### src/rtl/xintf_dpbram_bridge.sv
// XINTF responder bridging DSP bus cycles onto the Zynq/DSP dual-port BRAM mailbox pair.
// Define XINTF_ACCESS_CNT_EN to build the completed-access counters; otherwise they read as 0.
module xintf_dpbram_bridge #(
    parameter int ADDR_WIDTH = 9,
    parameter int DATA_WIDTH = 16,
    parameter int RD_DEPTH   = 43,
    parameter int WR_DEPTH   = 10
) (
    input  logic                  i_clk,
    input  logic                  i_rst,
    input  logic                  i_xintf_cs_n,
    input  logic                  i_xintf_rd_n,
    input  logic                  i_xintf_we_n,
    input  logic [ADDR_WIDTH-1:0] i_xintf_addr,
    input  logic [DATA_WIDTH-1:0] i_xintf_data,
    output logic [DATA_WIDTH-1:0] o_xintf_data,
    output logic                  o_xintf_data_oe,
    output logic [ADDR_WIDTH-1:0] o_dsp_z_to_d_addr,
    output logic                  o_dsp_z_to_d_ce,
    output logic                  o_dsp_z_to_d_we,
    input  logic [DATA_WIDTH-1:0] i_dsp_z_to_d_dout,
    output logic [ADDR_WIDTH-1:0] o_dsp_d_to_z_addr,
    output logic                  o_dsp_d_to_z_ce,
    output logic                  o_dsp_d_to_z_we,
    output logic [DATA_WIDTH-1:0] o_dsp_d_to_z_din,
    input  logic                  i_err_clr,
    output logic                  o_bus_err,
    output logic                  o_addr_err,
    output logic [15:0]           o_rd_cnt,
    output logic [15:0]           o_wr_cnt,
    output logic [2:0]            o_dbg_state
);

    typedef enum logic [2:0] {
        ST_IDLE      = 3'd0,
        ST_RD_ISSUE  = 3'd1,
        ST_RD_WAIT   = 3'd2,
        ST_RD_HOLD   = 3'd3,
        ST_WR_ACTIVE = 3'd4,
        ST_WR_COMMIT = 3'd5
    } state_e;

    localparam logic [ADDR_WIDTH:0] RD_LIMIT = (ADDR_WIDTH+1)'(RD_DEPTH);
    localparam logic [ADDR_WIDTH:0] WR_LIMIT = (ADDR_WIDTH+1)'(WR_DEPTH);

    logic                  cs_s1_q, cs_s2_q;
    logic                  rd_s1_q, rd_s2_q, rd_s3_q;
    logic                  we_s1_q, we_s2_q;
    logic [ADDR_WIDTH-1:0] addr_s1_q, addr_s2_q;
    logic [DATA_WIDTH-1:0] data_s1_q, data_s2_q;

    state_e                state_q, state_d;
    logic                  blocked_q, blocked_d;
    logic                  rd_oor_q, rd_oor_d;
    logic [DATA_WIDTH-1:0] rdata_q, rdata_d;
    logic [ADDR_WIDTH-1:0] wlat_addr_q, wlat_addr_d;
    logic [DATA_WIDTH-1:0] wlat_data_q, wlat_data_d;
    logic                  bus_err_q, bus_err_d;
    logic                  addr_err_q, addr_err_d;
    logic                  rd_done, wr_done;

    logic collision, rd_fall, rd_in_range, wr_in_range;

    // Strobes reset to their inactive level so reset release never looks like an edge.
    always_ff @(posedge i_clk or posedge i_rst) begin
        if (i_rst) begin
            cs_s1_q   <= 1'b1;
            cs_s2_q   <= 1'b1;
            rd_s1_q   <= 1'b1;
            rd_s2_q   <= 1'b1;
            rd_s3_q   <= 1'b1;
            we_s1_q   <= 1'b1;
            we_s2_q   <= 1'b1;
            addr_s1_q <= '0;
            addr_s2_q <= '0;
            data_s1_q <= '0;
            data_s2_q <= '0;
        end else begin
            cs_s1_q   <= i_xintf_cs_n;
            cs_s2_q   <= cs_s1_q;
            rd_s1_q   <= i_xintf_rd_n;
            rd_s2_q   <= rd_s1_q;
            rd_s3_q   <= rd_s2_q;
            we_s1_q   <= i_xintf_we_n;
            we_s2_q   <= we_s1_q;
            addr_s1_q <= i_xintf_addr;
            addr_s2_q <= addr_s1_q;
            data_s1_q <= i_xintf_data;
            data_s2_q <= data_s1_q;
        end
    end

    assign collision   = !rd_s2_q && !we_s2_q;
    assign rd_fall     = rd_s3_q && !rd_s2_q;
    assign rd_in_range = {1'b0, addr_s2_q} < RD_LIMIT;
    assign wr_in_range = {1'b0, wlat_addr_q} < WR_LIMIT;

    always_comb begin
        state_d           = state_q;
        blocked_d         = blocked_q;
        rd_oor_d          = rd_oor_q;
        rdata_d           = rdata_q;
        wlat_addr_d       = wlat_addr_q;
        wlat_data_d       = wlat_data_q;
        bus_err_d         = bus_err_q && !i_err_clr;
        addr_err_d        = addr_err_q && !i_err_clr;
        rd_done           = 1'b0;
        wr_done           = 1'b0;
        o_xintf_data_oe   = 1'b0;
        o_dsp_z_to_d_ce   = 1'b0;
        o_dsp_z_to_d_addr = '0;
        o_dsp_d_to_z_ce   = 1'b0;
        o_dsp_d_to_z_we   = 1'b0;
        o_dsp_d_to_z_addr = '0;
        o_dsp_d_to_z_din  = '0;

        if (rd_s2_q && we_s2_q) begin
            blocked_d = 1'b0;
        end

        // A collision aborts whatever is in flight and locks out new accesses until both strobes rise.
        if (collision) begin
            bus_err_d = 1'b1;
            blocked_d = 1'b1;
            state_d   = ST_IDLE;
        end else begin
            case (state_q)
                ST_IDLE: begin
                    if (!blocked_q && !cs_s2_q) begin
                        if (rd_fall) begin
                            state_d = ST_RD_ISSUE;
                        end else if (!we_s2_q) begin
                            state_d     = ST_WR_ACTIVE;
                            wlat_addr_d = addr_s2_q;
                            wlat_data_d = data_s2_q;
                        end
                    end
                end
                ST_RD_ISSUE: begin
                    if (rd_in_range) begin
                        o_dsp_z_to_d_ce   = 1'b1;
                        o_dsp_z_to_d_addr = addr_s2_q;
                        rd_oor_d          = 1'b0;
                    end else begin
                        rd_oor_d   = 1'b1;
                        addr_err_d = 1'b1;
                    end
                    state_d = ST_RD_WAIT;
                end
                ST_RD_WAIT: begin
                    rdata_d = rd_oor_q ? '0 : i_dsp_z_to_d_dout;
                    state_d = ST_RD_HOLD;
                end
                ST_RD_HOLD: begin
                    if (rd_s2_q || cs_s2_q) begin
                        rd_done = 1'b1;
                        state_d = ST_IDLE;
                    end else begin
                        o_xintf_data_oe = 1'b1;
                    end
                end
                ST_WR_ACTIVE: begin
                    if (!we_s2_q && !cs_s2_q) begin
                        wlat_addr_d = addr_s2_q;
                        wlat_data_d = data_s2_q;
                    end else begin
                        state_d = ST_WR_COMMIT;
                    end
                end
                ST_WR_COMMIT: begin
                    if (wr_in_range) begin
                        o_dsp_d_to_z_ce   = 1'b1;
                        o_dsp_d_to_z_we   = 1'b1;
                        o_dsp_d_to_z_addr = wlat_addr_q;
                        o_dsp_d_to_z_din  = wlat_data_q;
                    end else begin
                        addr_err_d = 1'b1;
                    end
                    wr_done = 1'b1;
                    state_d = ST_IDLE;
                end
                default: state_d = ST_IDLE;
            endcase
        end
    end

    always_ff @(posedge i_clk or posedge i_rst) begin
        if (i_rst) begin
            state_q     <= ST_IDLE;
            blocked_q   <= 1'b0;
            rd_oor_q    <= 1'b0;
            rdata_q     <= '0;
            wlat_addr_q <= '0;
            wlat_data_q <= '0;
            bus_err_q   <= 1'b0;
            addr_err_q  <= 1'b0;
        end else begin
            state_q     <= state_d;
            blocked_q   <= blocked_d;
            rd_oor_q    <= rd_oor_d;
            rdata_q     <= rdata_d;
            wlat_addr_q <= wlat_addr_d;
            wlat_data_q <= wlat_data_d;
            bus_err_q   <= bus_err_d;
            addr_err_q  <= addr_err_d;
        end
    end

`ifdef XINTF_ACCESS_CNT_EN
    logic [15:0] rd_cnt_q, wr_cnt_q;

    always_ff @(posedge i_clk or posedge i_rst) begin
        if (i_rst) begin
            rd_cnt_q <= '0;
            wr_cnt_q <= '0;
        end else begin
            rd_cnt_q <= rd_cnt_q + {15'd0, rd_done};
            wr_cnt_q <= wr_cnt_q + {15'd0, wr_done};
        end
    end

    assign o_rd_cnt = rd_cnt_q;
    assign o_wr_cnt = wr_cnt_q;
`else
    logic cnt_unused;
    assign cnt_unused = rd_done | wr_done;
    assign o_rd_cnt   = '0;
    assign o_wr_cnt   = '0;
`endif

    assign o_xintf_data    = rdata_q;
    assign o_dsp_z_to_d_we = 1'b0;
    assign o_bus_err       = bus_err_q;
    assign o_addr_err      = addr_err_q;
    assign o_dbg_state     = state_q;

endmodule
### config.mk
export PLATFORM = sky130hd
export DESIGN_NAME = xintf_dpbram_bridge
export DESIGN_NICKNAME = d
export VERILOG_FILES = /design/src/rtl/xintf_dpbram_bridge.sv
export SDC_FILE = /design/constraint.sdc
export NUM_CORES = 1
export LEC_CHECK = 0
export ABC_AREA = 1
export BUFFER_PORTS_ARGS = -buffer_cell sky130_fd_sc_hd__buf_4
export CAP_MARGIN = 20
export CORE_ASPECT_RATIO = 1.5
export CORE_UTILIZATION = 40
export DETAILED_ROUTE_END_ITERATION = 8
export GPL_ROUTABILITY_DRIVEN = 1
export PLACE_DENSITY = 0.63
export SYNTH_ARGS = -nofsm -noshare
export SYNTH_HDL_FRONTEND = slang
export SYNTH_SLANG_ARGS = --single-unit
### constraint.sdc
create_clock -name i_clk -period 4 [get_ports i_clk]
set_clock_uncertainty 0.2 [all_clocks]
set_input_delay 0.2 -clock i_clk [delete_from_list [all_inputs] [get_ports i_clk]]
set_output_delay 0.2 -clock i_clk [all_outputs]
set_load 0.01 [all_outputs]
==> impl_summary.md <==
Power
Sequential cells account for 42.7% of the total power. Summed over all nets, the switching power comes to 1.16 mW. The fraction of power spent switching nets is 34.1%. The completed layout was analyzed and its total power is 3.41 mW. The internal power of the cells totals 2.24 mW. Power spread over the standard cell area amounts to 595 nW/um^2. The share of total power dissipated in combinational logic is 29.6%. The worst vdd rail ir drop is 422 uV.

In this run the static leakage power is 3.02 nW. Of the total power, the clock network draws 27.7%.

Critical path
Along the worst path, the maximum fanout reaches 22. The critical path is of the flip-flop to output pin type. The number of cells traversed by the worst register-to-register path is 8. The worst register-to-register path begins at rd_s2_q. The slowest stage of the critical path belongs to the cell sky130_fd_sc_hd__dfstp_2.

Data on the critical path is required at its endpoint by 3.60 ns. Tracing the worst setup path back leads to its startpoint at rd_s2_q. The arrival time reported for the critical path endpoint is 2.56 ns. The kind of capture point of the worst setup path is an output pin. The cell type with the highest occurrence count on the critical path is sky130_fd_sc_hd__inv_1. The worst register-to-register path ends at rd_oor_q.

The delay of the slowest critical-path stage is 0.57 ns. The most critical setup path has its endpoint at o_dsp_z_to_d_addr[1]. The slack of the worst reg-to-reg path is 1.59 ns. STA classifies the critical path startpoint as a flip-flop. Walking the worst path, the cells encountered are inv_1 -> ha_1 -> inv_1 -> nand2_1 -> nor2_4 -> nand3_1 -> nor2_1 -> buf_4.

Hold path
The worst hold path belongs to the class flip-flop to flip-flop. The cell depth of the worst min-delay path is 0.

Place
The last weighted congestion value of the routability-driven placer is 0.764. The number of port buffers is 97. Detailed placement finished with a half-perimeter wire length of 5750 um.

Synthesis
Sequential cells were found to cover 61.4% of the synthesized design area. In the synthesized netlist, the cells that appear most often are sky130_fd_sc_hd__nand2_1, sky130_fd_sc_hd__dfrtp_1, sky130_fd_sc_hd__buf_4, sky130_fd_sc_hd__inv_1, sky130_fd_sc_hd__nor2_1. The number of standard cells after synthesis is 428. By instance count, the leading cell after synthesis is sky130_fd_sc_hd__nand2_1. Averaged over all synthesized cells, the footprint is 10.0 um^2.

The proportion of register bits with asynchronous set or reset after synthesis is 100%. The cell type with the highest aggregate area in the netlist is sky130_fd_sc_hd__dfrtp_1. For this run, the number of Yosys warnings is 0.

The count of different cell masters after synthesis is 26. By area the synthesized netlist is led by sky130_fd_sc_hd__dfrtp_1, sky130_fd_sc_hd__nand2_1, sky130_fd_sc_hd__buf_4, sky130_fd_sc_hd__dfstp_2, sky130_fd_sc_hd__nand4_1. Of the post-synthesis cell area, the dominant cell type holds 57.1%. In the synthesized netlist the dominant register cell turns out to be sky130_fd_sc_hd__dfrtp_1.

The area of the mapped netlist is 4300 um^2. Counting flops with a built-in enable in the synthesized netlist gives 0. The flop and latch count out of synthesis is 105.

Floorplan
The height of the chip is 129 um. During I/O placement, the number of pins put on the boundary was 139. The area of the die is 11200 um^2.

The number of core rows is 46. The die is 86.6 um wide. For this configuration, the core starts out at a cell density of 40.8%.

The area inside the core boundary is 10500 um^2.

Clock tree
Clock tree synthesis found a total of 105 sinks. The clock-pin transition on the worst setup and hold timing paths is 0.06 ns. The tree is rooted in a sky130_fd_sc_hd__clkbuf_16.

The buffer depth of the longest clock path is 2. The number of clock buffers added by TritonCTS is 9. TritonCTS built the clock tree. Post-CTS repair changed the size of 0 cells.

At the later pin of the worst-skew pair, clock insertion delay measures 0.34 ns. CTS built an H-tree with a depth of 3.

Layout
The filler cell count is 935. The final layout contains 613 nets. From synthesis to final layout, the design area changed by 33.3%.

The antenna cell count is 0. The post-route netlist has 25.1% of its cells at a drive strength greater than 1.

Drt
The routed layout has 3171 vias. The initial DRC count is 172. The final routed wirelength across all metal layers is 8670 um.

The number of iterations in the first detailed-routing pass is 4. After detailed routing, the number of vias per cell comes to 4.44. In the final routed layout, each cell accounts on average for 12.1 um. The count of nets left with antenna violations once routing finished came out at 0. After detailed routing, the number of remaining DRC violations is 0.

GRT
The first-pass GRT wire length is 13600 um. The final global-route overflow total is 0. Global routing used 16.0% of the available tracks across all layers.

The number of antenna violations at the first check in global routing is 0. The maximum number of pins on one net before global-route repair is 73. The via count of the first global-routing pass was 2959.

Timing
The total negative setup slack is 0 ns. In the finished design, the share of the clock period the worst path needs comes to 74.0%. The worst slew margin relative to its limit is 42.3%. For this run, the top clock speed supported by timing is 338 MHz.

The slew of the pin with the lowest slew margin is 0.866 ns. The shortest clock period the worst path allows after layout is 2.96 ns. The smallest hold slack is 0.149 ns. The number of hold violations in the final report is 0.

Setup repair after global routing left no endpoint under its margin. Setup violations remaining at the end of the flow were counted as 0. The number of max-slew violations in the final report is 0.

Run
Across the run, the number of max-cap violations was 0.

Status
The run finished with clean final reports.
==> layer usage <==
layer	up-vias	share of wire (%)	GRT usage (%)
li1	1543	-	-
met1	1483	39	18.9
met2	118	52	27.2
met3	27	4.2	2.25
met4	0	4.3	10.4
met5	-	0	0
==> registers in the layout, indices dropped and copies added, names as in the netlist <==
signal,cells
addr_s2_q,9
wlat_data_q,16
data_s2_q,16
data_s1_q,16
rd_oor_q,1
o_dbg_state,3
blocked_q,1
we_s1_q,1
rd_s3_q,1
o_bus_err,1
o_addr_err,1
rd_s2_q,1
o_xintf_data,16
rd_s1_q,1
cs_s2_q,1
wlat_addr_q,9
addr_s1_q,9
we_s2_q,1
cs_s1_q,1
==> layout make-up <==
class                           count  area, um^2  share of cell area [%]
Inverter                           44         168                    2.93
Tap cell                          144         180                    3.15
Clock buffer                       11         243                    4.24
Clock inverter                      5        86.3                    1.51
Timing Repair Buffer              144        1200                    20.9
Sequential cell                   105        2640                    46.0
Multi-Input combinational cell    261        1220                    21.3
==> logic make-up (layout without fill, tap and decap cells) <==
logic type / count (synthesis) / count (layout) / share of synthesized area, %
simple gates: 196 / 196 / 21.2
flops: 105 / 105 / 61.4
compound gates: 23 / 23 / 3.26
other cells: 1 / 41 / 0.0873
buf+inv: 102 / 204 / 13.8
fa+ha+maj: 1 / 1 / 0.291
==> what timing repair did <==
item                                   CTS  global route
hold buffers                            46             0
endpoints found under the hold margin  110             0
setup buffers                            0             0
==> power groups by stage <==
stage / sequential [mW] / combinational, mW / clock [mW]
after CTS: 1.45 / 1.01 / 0.971
final: 1.45 / 1.01 / 0.945
after floorplan: 1.46 / 0.710 / 0
after global placement: 1.46 / 0.952 / 0
after detailed placement: 1.47 / 0.972 / 0
after global routing: 1.48 / 1.13 / 1.01
==> placed cells by master, fill, tap and decap left out, drive strengths merged <==
cell,Yosys,routed
ha,1,1
clkbuf,2,11
inv,44,46
nor3,1,1
a21oi,2,2
conb,1,41
o21ai,20,20
clkinv,0,1
nor2,43,43
nand2,102,102
nand4,29,29
dfrtp,98,98
nand3b,1,1
buf,56,98
a211oi,1,1
nand3,20,20
dfstp,7,7
bufinv,0,2
dlygate4sd3,0,46
==> how the worst min path moves through the flow <==
stage	from	to	slack (ns)
floorplan	i_xintf_cs_n	cs_s1_q	0.004
global placement	i_xintf_we_n	we_s1_q	0.11
detailed placement	i_xintf_rd_n	rd_s1_q	0.11
CTS	data_s1_q[0]	data_s2_q[0]	0.15
global route	data_s1_q[1]	data_s2_q[1]	0.15
finish	addr_s1_q[8]	addr_s2_q[8]	0.15
==> per-stage QoR <==
stage	setup WS [ns]	instance area [um^2]	std cells	utilization (%)
6_report	1.04	5730	714	54.4
5_1_grt	0.854	5730	714	54.4
4_1_cts	1.00	5730	714	54.4
3_5_place_dp	1.39	4940	652	46.9
3_3_place_gp	1.52	4940	652	46.9
2_1_floorplan	0.851	4450	468	-
==> worst max-delay path: cells and delay by family, from the launching register on <==
kind	cells	cell delay, ns
adder cells (fa/ha/maj)	1	0.46
buffers and inverters	3	0.50
flip-flops	1	0.57
AND/OR/NAND/NOR	4	0.70
(Power assumes the default switching activity.)
